**src/rtl/booth_pp_gen_pipe.sv**
```systemverilog
// booth_pp_gen_pipe
// Radix-4 Booth partial-product generator with a segmented, pipelined
// negation chain. A DATA_W-bit signed multiplicand X and a Booth code
// select one of {0, +X, -X, +2X, -2X}, produced exactly at DATA_W+2 bits.
//
// Negation is done with the OR-chain form of invert-plus-one:
//   out[i] = v[i] XOR OR(v[i-1:0])
// The chain is cut into PIPE_STG segments. Stage k resolves segment k using
// the OR-carry handed over by stage k-1, so the critical path is one segment
// long. Bits above the current segment travel unresolved in the stage word.
//
// Flow control is a simple valid/ready pipeline. Every stage moves when it
// is empty or when the stage after it moves; the last stage moves on
// out_ready. in_ready is therefore combinational from out_ready.
module booth_pp_gen_pipe #(
  parameter int DATA_W   = 16,
  parameter int PIPE_STG = 2
) (
  input  logic              sys_clk,
  input  logic              sys_rst_n,
  input  logic              in_valid,
  output logic              in_ready,
  input  logic [DATA_W-1:0] din,
  input  logic [2:0]        sel,
  output logic              out_valid,
  input  logic              out_ready,
  output logic [DATA_W+1:0] pp,
  output logic              pp_neg
);

  // Full result width and segment length of the negation chain.
  localparam int W2  = DATA_W + 2;
  localparam int SEG = (W2 + PIPE_STG - 1) / PIPE_STG;
  // Carries are only handed between stages, so there are PIPE_STG-1 of them;
  // keep at least one bit so the vector stays legal for PIPE_STG = 1.
  localparam int CW  = (PIPE_STG > 1) ? (PIPE_STG - 1) : 1;

  // Resolve segment k of word: inside the segment every bit is flipped when
  // the multiple is negative and some lower bit of v is set. Bits outside the
  // segment pass through untouched.
  function automatic logic [W2-1:0] seg_resolve(
    input logic [W2-1:0] word,
    input logic          neg,
    input logic          cin,
    input int            k
  );
    logic [W2-1:0] res;
    logic          c;
    res = word;
    c   = cin;
    for (int i = 0; i < W2; i++) begin
      if ((i >= k * SEG) && (i < (k + 1) * SEG)) begin
        res[i] = word[i] ^ (neg & c);
        c      = c | word[i];
      end else begin
        res[i] = word[i];
      end
    end
    return res;
  endfunction

  // OR-carry leaving segment k: set when any bit of v at or below the top of
  // the segment is set.
  function automatic logic seg_carry(
    input logic [W2-1:0] word,
    input logic          cin,
    input int            k
  );
    logic c;
    c = cin;
    for (int i = 0; i < W2; i++) begin
      if ((i >= k * SEG) && (i < (k + 1) * SEG)) begin
        c = c | word[i];
      end else begin
        c = c;
      end
    end
    return c;
  endfunction

  // Booth decode signals
  logic [W2-1:0] x_ext_s;
  logic [W2-1:0] x_dbl_s;
  logic [W2-1:0] v_in_s;
  logic          neg_in_s;

  // Pipeline state: the word holds resolved low bits and unresolved high bits
  logic [W2-1:0]       data_r [PIPE_STG];
  logic [PIPE_STG-1:0] valid_r;
  logic [PIPE_STG-1:0] neg_r;
  logic [CW-1:0]       carry_r;

  // Per-stage resolved words, carries and advance enables
  logic [W2-1:0] res_s [PIPE_STG];
  logic [CW-1:0] cout_s;
  logic [PIPE_STG:0] adv_s;

  // Booth decode: pick v in {0, X, 2X} sign-extended and the negate flag.
  always_comb begin
    x_ext_s  = {{2{din[DATA_W-1]}}, din};
    x_dbl_s  = {din[DATA_W-1], din, 1'b0};
    v_in_s   = {W2{1'b0}};
    neg_in_s = 1'b0;
    case (sel)
      3'b001, 3'b010: begin
        v_in_s   = x_ext_s;
        neg_in_s = 1'b0;
      end
      3'b011: begin
        v_in_s   = x_dbl_s;
        neg_in_s = 1'b0;
      end
      3'b100: begin
        v_in_s   = x_dbl_s;
        neg_in_s = 1'b1;
      end
      3'b101, 3'b110: begin
        v_in_s   = x_ext_s;
        neg_in_s = 1'b1;
      end
      default: begin
        // 000 and 111 select zero; v = 0 keeps the chain inert.
        v_in_s   = {W2{1'b0}};
        neg_in_s = 1'b0;
      end
    endcase
  end

  // Segment resolution: stage 0 works on the decoded input, later stages on
  // the word registered by the stage before them.
  always_comb begin
    res_s[0] = seg_resolve(v_in_s, neg_in_s, 1'b0, 0);
    for (int k = 1; k < PIPE_STG; k++) begin
      res_s[k] = seg_resolve(data_r[k-1], neg_r[k-1], carry_r[k-1], k);
    end
  end

  // OR-carry generation for every stage that hands a carry forward.
  always_comb begin
    cout_s    = {CW{1'b0}};
    cout_s[0] = seg_carry(v_in_s, 1'b0, 0);
    for (int k = 1; k < PIPE_STG - 1; k++) begin
      cout_s[k] = seg_carry(data_r[k-1], carry_r[k-1], k);
    end
  end

  // Advance enables in closed form: stage k moves if it or any later stage is
  // empty, or the consumer takes the output.
  always_comb begin
    logic acc;
    acc   = 1'b0;
    adv_s = {(PIPE_STG + 1){1'b0}};
    for (int k = 0; k <= PIPE_STG; k++) begin
      acc = out_ready;
      for (int j = k; j < PIPE_STG; j++) begin
        acc = acc | ~valid_r[j];
      end
      adv_s[k] = acc;
    end
  end

  // Pipeline registers: bubbles clear the valid bit but leave data untouched.
  always_ff @(posedge sys_clk or negedge sys_rst_n) begin
    if (!sys_rst_n) begin
      valid_r <= {PIPE_STG{1'b0}};
      neg_r   <= {PIPE_STG{1'b0}};
      carry_r <= {CW{1'b0}};
      for (int k = 0; k < PIPE_STG; k++) begin
        data_r[k] <= {W2{1'b0}};
      end
    end else begin
      if (adv_s[0]) begin
        valid_r[0] <= in_valid;
        if (in_valid) begin
          data_r[0]  <= res_s[0];
          neg_r[0]   <= neg_in_s;
          carry_r[0] <= cout_s[0];
        end
      end
      for (int k = 1; k < PIPE_STG; k++) begin
        if (adv_s[k]) begin
          valid_r[k] <= valid_r[k-1];
          if (valid_r[k-1]) begin
            data_r[k] <= res_s[k];
            neg_r[k]  <= neg_r[k-1];
          end
        end
      end
      for (int k = 1; k < PIPE_STG - 1; k++) begin
        if (adv_s[k] && valid_r[k-1]) begin
          carry_r[k] <= cout_s[k];
        end
      end
    end
  end

  // Outputs come straight from the last stage registers.
  assign in_ready  = adv_s[0];
  assign out_valid = valid_r[PIPE_STG-1];
  assign pp        = data_r[PIPE_STG-1];
  assign pp_neg    = neg_r[PIPE_STG-1];

endmodule
```
**config.mk**
```make
export PLATFORM = sky130hd
export DESIGN_NAME = booth_pp_gen_pipe
export DESIGN_NICKNAME = d
export VERILOG_FILES = /design/src/rtl/booth_pp_gen_pipe.sv
export SDC_FILE = /design/constraint.sdc
export NUM_CORES = 1
export LEC_CHECK = 0
export CORE_ASPECT_RATIO = 0.6
export CORE_UTILIZATION = 48
export CTS_CLUSTER_SIZE = 25
export DETAILED_ROUTE_END_ITERATION = 7
export GPL_ROUTABILITY_DRIVEN = 1
export MAX_ROUTING_LAYER = met4
export PLACE_DENSITY_LB_ADDON = 0.3
export SLEW_MARGIN = 10
export SYNTH_ARGS = -nofsm -noshare
export SYNTH_HDL_FRONTEND = slang
export SYNTH_SLANG_ARGS = --single-unit
```
**constraint.sdc**
```tcl
create_clock -name sys_clk -period 1.8 [get_ports sys_clk]
set_input_delay 0.36 -clock sys_clk [delete_from_list [all_inputs] [get_ports sys_clk]]
set_output_delay 0.36 -clock sys_clk [all_outputs]
set_load 0.01 [all_outputs]
```
=== Word level (Yosys, flattened, before mapping) ===
Cells that the tools add are included.

* Eq/ne operators: 6
* Mux-type cells: 2
* Bitwise logic cells: 55
* Reduce and logical (&&, ||, !) cells: 5

{| class="wikitable"
|+ Operator list
! operator !! number
|-
| 18-bit case mux with 2 select lines || 1
|-
| 1-bit bitwise OR || 19
|-
| 1-bit bitwise AND || 17
|-
| 1-bit XOR || 17
|-
| 3-bit == test (second input constant) || 3
|-
| 3-bit by 2-bit == test with 1-bit output (second input constant) || 2
|-
| 2-bit AND reduction || 2
|-
| 4-bit OR reduction || 1
|-
| 3-bit by 1-bit == test with 1-bit output (second input constant) || 1
|-
| 3-bit OR reduction || 1
|-
| 1-bit NOT || 2
|-
| 2-bit OR reduction || 1
|-
| 1-bit two-way mux || 1
|}

* Bits in registers: 41
* Bits of input ports: 23
* Output and inout bits: 21

=== Depth between registers and ports, before layout ===
Gate-level depths: netlist of run 1.

* Depth in word-level cells: 12
* Mapped depth: 8
* Mapped depth without buffers: 6

=== Least setup slack after synthesis of run 1 ===
No wires, ideal clock.

* Path kind: input -> register
* From: in sel[0]
* To: reg data_r[23] (netlist name)
* Data arrival time: 1.938 ns
* Data required time: 1.658 ns
* Path slack: -0.280 ns
* Stages on the path: 8
* Buffers on the path: 2
* Cell sequence: inv_1 ha_1 clkbuf_1 o31ai_2 clkbuf_1 nor4_1 o31ai_1 a31oi_1

* Word-level cells in the longest chain between the ends: 9
* Elaborated cells on any way between the ends: 17
* Those cells by class: 6 x eq/ne; 2 x mux; 6 x bitwise; 3 x reduce/logical

{| class="wikitable"
|+ Ends and longest elaborated chain
! item !! line !! source
|-
| from (decl) || 24 || <nowiki>input logic [2:0] sel,</nowiki>
|-
| 3-bit == test (tied with other cells) || 104 || <nowiki>case (sel)</nowiki>
|-
| 4-bit OR reduction (no line) / 2-bit OR reduction (equally long branches) || -- ||
|-
| 18-bit case mux with 2 select lines || 104 ||
|-
| 1-bit bitwise OR (4 in series) || 54 || <nowiki>c = c | word[i];</nowiki>
|-
| 1-bit bitwise AND || 53 || <nowiki>res[i] = word[i] ^ (neg & c);</nowiki>
|-
| 1-bit XOR (*) || 53 ||
|-
| to (signal, indexed assignment) || 169 || <nowiki>data_r[k] <= {W2{1'b0}};</nowiki>
|-
| to (signal, indexed assignment) || 184 || <nowiki>data_r[k] <= res_s[k];</nowiki>
|-
| to (decl) || 88 || <nowiki>logic [W2-1:0] data_r [PIPE_STG];</nowiki>
|}

Every way passes the cells marked *; elsewhere a longest branch is shown, timed or not.
A chain may end at the register's enable or synchronous reset.

=== Worst setup path after layout of run 1 ===
* From: in sel[2]
* To: reg data_r[24] (netlist name)

* Word-level cells in the longest chain between the ends: 10
* Elaborated cells on any way between the ends: 18
* Those cells by class: 6 x eq/ne; 2 x mux; 7 x bitwise; 3 x reduce/logical

{| class="wikitable"
|+ Ends and longest elaborated chain
! item !! line
|-
| 3-bit == test (tied with other cells) || 104
|-
| 4-bit OR reduction (no line) / 2-bit OR reduction (equally long branches) || --
|-
| 18-bit case mux with 2 select lines || 104
|-
| 1-bit bitwise OR (5 in series) || 54
|-
| 1-bit bitwise AND || 53
|-
| 1-bit XOR (*) || 53
|}

Marks and branches as above.

==> results of run 1 <==
==> power groups by stage <==
stage,registers [mW],logic [mW],clock network [mW]
after floorplan,1.21,0.627,0
after global placement,1.23,0.965,0
after detailed placement,1.25,0.987,0
after CTS,1.23,1.01,0.756
after global routing,1.26,1.10,0.802
final,1.23,1.01,0.749
==> synthesized netlist by cell type (all sizes together), types with 2 or more instances <==
cell / number / share of area (%)
a21oi: 4 / 0.82
ha: 4 / 2.0
nor2: 20 / 3.1
a31oi: 5 / 1.3
o21ai: 21 / 4.3
or2: 2 / 0.51
o31a: 2 / 0.72
a22o: 3 / 1.1
dfrtp: 40 / 41
nor3b: 3 / 0.92
mux2: 12 / 5.5
clkbuf: 16 / 2.5
o31ai: 9 / 3.0
xor2: 8 / 2.9
nand4: 2 / 0.51
buf: 22 / 6.8
nor3: 3 / 0.61
nand2b: 5 / 1.3
a221o: 2 / 0.82
or4: 4 / 1.4
nor2b: 5 / 1.3
o211ai: 2 / 0.61
nor4: 6 / 1.5
a221oi: 7 / 2.5
inv: 4 / 0.61
nand2: 24 / 3.7
or3: 4 / 1.0
a211o: 3 / 1.1
==> final timing paths <==
path | from | to | cells past startpoint
max | sel[2] | data_r[24] | 6
min | sys_rst_n | data_r[18] | 1
max reg2reg | data_r[27] | pp[15] | 4
min reg2reg | pp[15] | pp[15] | 2
max in group asynchronous | sys_rst_n | pp[8] | 2
min in group sys_clk | pp[15] | pp[15] | 2
==> layout by cell type, fill, tap and decap left out, types with 4 or more instances in the layout <==
| cell | count |
|---|---|
| buf_4 | 41 |
| dlygate4sd2_1 | 6 |
| nor2_1 | 20 |
| a21oi_1 | 4 |
| clkdlybuf4s50_1 | 32 |
| o31ai_1 | 7 |
| nand2b_1 | 5 |
| clkbuf_8 | 5 |
| mux2_2 | 11 |
| nand2_1 | 24 |
| a221oi_1 | 7 |
| o21ai_0 | 21 |
| dfrtp_1 | 40 |
| nor4_1 | 5 |
| nor2b_1 | 5 |
| a31oi_1 | 5 |
| xor2_1 | 8 |
==> flip-flops by register name, indices dropped and copies added, names as in the netlist <==
| signal | cells |
|---|---|
| carry_r | 1 |
| valid_r | 2 |
| neg_r | 2 |
| data_r | 17 |
| pp | 18 |
==> repair_timing <==
item / in CTS / in global routing
resized for setup: 25 / 6
gates cloned: 0 / 0
buffers inserted: 3 / 0
pin swaps: 13 / 4
setup endpoints to repair: 19 / 6
==> worst reg2reg max path, delay by kind of cell, from the launching register on <==
| family | cells | cell delay (ns) |
|---|---|---|
| AND/OR/NAND/NOR | 1 | 0.62 |
| AO/OA/AOI/OAI | 2 | 0.45 |
| flip-flops | 1 | 0.39 |
| XOR/XNOR | 1 | 0.19 |
==> final cells by class <==
class                   instances  area share, %
repair buffers                 90           24.8
clock inverters                 3           1.40
well taps                      63           2.38
multi-input cells             180           38.8
inverters                       4          0.452
clock buffers                   5           2.07
flip-flops and latches         40           30.2
==> kinds of logic after synthesis <==
| logic type | count (synthesis) | synth area share [%] |
|---|---|---|
| AOI/OAI and AO/OA | 71 | 20.9 |
| xor gates and xnor gates | 8 | 2.86 |
| adders and majority gates | 4 | 2.05 |
| buffers and inverters | 42 | 9.82 |
| DFF | 40 | 40.9 |
| muxes | 12 | 5.52 |
| and+or+nand+nor | 85 | 17.9 |
==> per-layer routing <==
| layer | vias to the layer above | routed length [um] | GRT usage (%) |
|---|---|---|---|
| li1 | 1059 | - | - |
| met1 | 1044 | 3130 | 39.8 |
| met2 | 94 | 2570 | 35.8 |
| met3 | 4 | 417 | 4.00 |
| met4 | 0 | 40 | 4.62 |
| met5 | - | 0 | - |
==> stage by stage <==
step / util (%) / setup slack (ns)
after floorplan: - / -0.0775
after global placement: 65.6 / -0.550
after detailed placement: 65.6 / -0.579
after CTS: 69.9 / 0.00602
after global routing: 70.1 / 0.000183
final: 70.1 / 0.0405
==> results_dict.tcl, run 1 <==
set metrics [dict create \
    power_mw 2.99 \
    antenna_found_initial 0 \
    criticalPathCategory "primary input to flop" \
    fin_area_um2 3320 \
    area_growth_pct 35.7 \
    syn_inst 262 \
    finalWirelength_mm 6.16 \
    path_clk_slew_ns 0.09 \
    dpl_cell_area_um2 3100 \
    worstMarginPinSlew_ns 0.446 \
    route.detailed.drc 0 \
    portBuffers 43 \
    grt_pass1_vias 2012 \
    max_freq_mhz 568 \
    gr-usage-all-layers_pct 25.8 \
    row_count 19 \
    grt_max_degree 21 \
    required_ns 1.97 \
    ys_types 52 \
    rsz0062_at_grt "no" \
    dp_hpwl_mm 4.75 \
    yosysSeqAreaShare_pct 40.9 \
    pwr-share-comb_pct 33.8 \
    yosysWarnings 0 \
    worstSetupStartpointType "primary input" \
    cp_cell_sequence "clkdlybuf4s50_1, buf_4, o31ai_4, buf_4, a211o_1, a221o_1" \
    arrival_ns 1.93 \
    numCtsBuffers 5 \
    critPathBufInv 3 \
    crit_slowest_cell "clkdlybuf4s50_1" \
    holdBufCountCts 0 \
    hold_class "primary input to async pin" \
    ir_drop_v 0.000491 \
    coreArea_um2 4730 \
    skew_ns 0.00839 \
    drt-pass1-iter-count 4 \
    grt_pass1_wl_mm 10.3 \
    p_per_area_nw_per_um2 902 \
    cp_max_fo 6 \
    fillers 398 \
    setup_viol 0 \
    leakagePower_nw 1.42 \
    seq_area_um2 1000 \
    vias 2201 \
    internal-power_mw 2.08 \
    fin_crit_sh_pct 97.7 \
    die-area_um2 5390 \
    drive_gt1_share_pct 26.1 \
    hold_violations 0 \
    grt-ovfl-total 0 \
    outcome "completed" \
    synth_edf_count 0 \
    stdcell_count 385 \
    netlist_area_um2 2450 \
    crit_family "buffers and inverters" \
    critPathMostFrequentCell "buf_4" \
    async_flop_share_pct 100 \
    cts_sinks 40 \
    start_util_pct 51.7 \
    tritoncts "done" \
    hold_slack_ns 0.00292 \
    fp.dieW_um 94.2 \
    placedCellCount 374 \
    yosys_register_bits 40 \
    syn_avg_cell_area_um2 9.34 \
    power.share.switching_pct 30.6 \
    slew_headroom_pct 69.8 \
    ctsRootBufferMaster "clkbuf_8" \
    die_h_um 57.3 \
    multi_input_area_um2 1290 \
    drt-initial-drc-count 182 \
    n_antenna_cell 0 \
    syn_nets 289 \
    nets 348 \
    r2r_setup_slack_ns 0.04 \
    max_cap_viol_count 0 \
    clock_power_share_pct 25.0 \
    endpoint_kind "flop" \
    min_period_ns 1.76 \
    critPathMaxStageDelay_ns 0.50 \
    ioPinCount 44 \
    clk_latency_ns 0.29 \
    p_sw_uw 916 \
    gp_congestion 0.898 \
    wl_per_cell_um 16.0 \
    drt-vias-per-instance 5.72 \
    cts_max_path_buffers 2 \
    ant_nets 0 \
    timing.setup.tns_ns 0 \
    h-tree-depth 2 \
    final_max_slew_viol_count 0 \
    synthFlopType "dfrtp_1" \
    pwr-share-seq_pct 41.2 \
]
No activity file was read; power rests on OpenSTA's default activity.
==> inputs of run 2 (changes only) <==
- CORE_UTILIZATION: 48 -> 57
- clock period: 1.8 -> 2.22 ns (I/O delays scaled with it)
==> run 2 against run 1 <==
- largest power group unchanged
- highest routed layer unchanged
- global-route usage rose by 3.7 points
- combinational power is 24% lower
- critical path type unchanged
- core utilization is 5.5 points higher
- first-iteration DRC count increased by 25%
- largest cell class unchanged
- flip-flop and latch count did not move
- cell area is 6.1% lower
- cell count down 4.2%
==> results_dict.tcl, run 2 (synthesis gave the netlist of run 1 again) <==
set metrics [dict create \
    rsz0062_at_grt "no" \
    clk_latency_ns 0.29 \
    area_growth_pct 27.4 \
    worstMarginPinSlew_ns 0.527 \
    drt-initial-drc-count 228 \
    r2r_setup_slack_ns 0.40 \
    dpl_cell_area_um2 3000 \
    drt-pass1-iter-count 6 \
    die-area_um2 4570 \
    skew_ns 0.00278 \
    cts_sinks 40 \
    p_sw_uw 703 \
    numCtsBuffers 5 \
    crit_slowest_cell "clkdlybuf4s50_1" \
    ir_drop_v 0.000317 \
    portBuffers 43 \
    drt-met1-wl_mm 2.84 \
    setup_viol 0 \
    gr-usage-all-layers_pct 29.5 \
    start_util_pct 59.4 \
    die_h_um 52.7 \
    row_count 18 \
    gp_congestion 0.872 \
    fin_crit_sh_pct 94.9 \
    ctsRootBufferMaster "clkbuf_8" \
    final_common_cell "clkdlybuf4s50_1" \
    largest_register_ffs 18 \
    coreArea_um2 4120 \
    hold_slack_ns 0.124 \
    dp_hpwl_mm 4.49 \
    h-tree-depth 2 \
    r2r-end "pp[17]" \
    vias 2163 \
    stdcell_count 369 \
    wl_met3_um 352 \
    hold_class "primary input to async pin" \
    grt-ovfl-total 0 \
    fillers 302 \
    layout_common_cells "42 x clkdlybuf4s50_1, 40 x dfrtp_1, 32 x buf_4" \
    finalWorstSetupSlack_ns 0.112 \
    cp_cell_sequence "clkdlybuf4s50_1, inv_1, ha_1, o31ai_4, buf_6, o32ai_1, o31ai_1, a31oi_1" \
    fin_area_um2 3120 \
    rr_worst_depth 4 \
    max_freq_mhz 474 \
    arrival_ns 2.28 \
    min_period_ns 2.11 \
    wl_per_cell_um 16.0 \
    critPathMaxStageDelay_ns 0.47 \
    grt_max_degree 26 \
    route.detailed.drc 0 \
    internal-power_mw 1.53 \
    cts_max_path_buffers 2 \
    required_ns 2.39 \
    post-place-ws_ns -0.216 \
    n_antenna_cell 0 \
    fp.dieW_um 86.6 \
    leakagePower_nw 1.30 \
    max_cap_viol_count 0 \
    routed.top_layer "met4" \
    drt-vias-per-instance 5.86 \
    drive_gt1_share_pct 20.1 \
    finalWirelength_mm 5.90 \
    r2r-start "data_r[27]" \
    nets 336 \
    power.share.switching_pct 31.5 \
    hold_violations 0 \
    ioPinCount 44 \
    ant_nets 0 \
    placedCellCount 361 \
    grt_pass1_vias 1948 \
    worstSetupStartpointType "primary input" \
    antenna_found_initial 0 \
    clock_power_share_pct 20.5 \
    grt_pass1_wl_mm 9.60 \
    pwr-share-seq_pct 45.0 \
    p_per_area_nw_per_um2 717 \
    final_max_slew_viol_count 0 \
    post-route-util_pct 75.6 \
    criticalPathCategory "primary input to flop" \
    dr_wl_met2_mm 2.60 \
    outcome "completed" \
    endpoint_kind "flop" \
    tritoncts "done" \
    slew_headroom_pct 64.6 \
    pwr-share-comb_pct 34.5 \
    path_clk_slew_ns 0.07 \
    cp_max_fo 10 \
]
==> run 2: cell count changes in the layout (fill, tap and decap cells not counted), sizes merged, moves of 3 or more <==
| cell | change |
|---|---|
| buf | -12 |
| clkdlybuf4s50 | +10 |
| dlygate4sd2 | -6 |
| dlymetal6s2s | -3 |
==> run 2: worst max-delay path by stage <==
stage               slack [ns]  cells after the start         end  startpoint
floorplan                 0.06                      8  data_r[23]      sel[0]
global placement         -0.17                      7  data_r[24]      sel[1]
global route            0.0001                      8  data_r[22]      sel[1]
finish                    0.11                      8  data_r[22]      sel[0]
detailed placement       -0.22                      9  data_r[21]      sel[1]
CTS                       0.05                      8  data_r[22]      sel[1]
==> run 2: through the flow <==
step / total power, mW / setup TNS (ns)
after detailed placement: 1.78 / -1.85
after floorplan: 1.48 / 0
after global routing: 2.37 / 0
after global placement: 1.74 / -1.09
after CTS: 2.23 / 0
final: 2.23 / 0
==> run 2: power by group through the flow <==
stage                     clock network (mW)  logic (mW)  registers, mW
after floorplan                            0       0.504          0.978
after detailed placement                   0       0.759           1.02
final                                  0.458       0.770           1.00
after global placement                     0       0.736           1.01
after global routing                   0.500       0.849           1.02
after CTS                              0.464       0.766           1.00
==> run 2: cell type report <==
cell class	count	area [um^2]	area share [%]
clock buffers	5	68.8	2.21
clock inverters	2	12.5	0.402
inverters	4	15.0	0.482
multi-input cells	180	1230	39.4
flip-flops and latches	40	1000	32.1
well taps	60	75.1	2.41
repair buffers	78	717	23.0
==> run 2: layer usage <==
| layer | vias up | GRT usage, % |
|---|---|---|
| li1 | 1036 | - |
| met1 | 1027 | 40.6 |
| met2 | 84 | 43.0 |
| met3 | 16 | 6.30 |
| met4 | 0 | 11.1 |
| met5 | - | - |
==> run 2: timing repair <==
action	CTS	global route
buffers inserted	0	1
pin swaps	0	2
gates resized for setup	1	4
hold buffers	0	0
setup endpoints to repair	1	3
==> run 2: worst max-delay path: cells and delay by family <==
family / cells / cell delay (ns)
fa+ha+maj: 1 / 0.25
compound gates: 4 / 0.86
buf+inv: 3 / 0.72
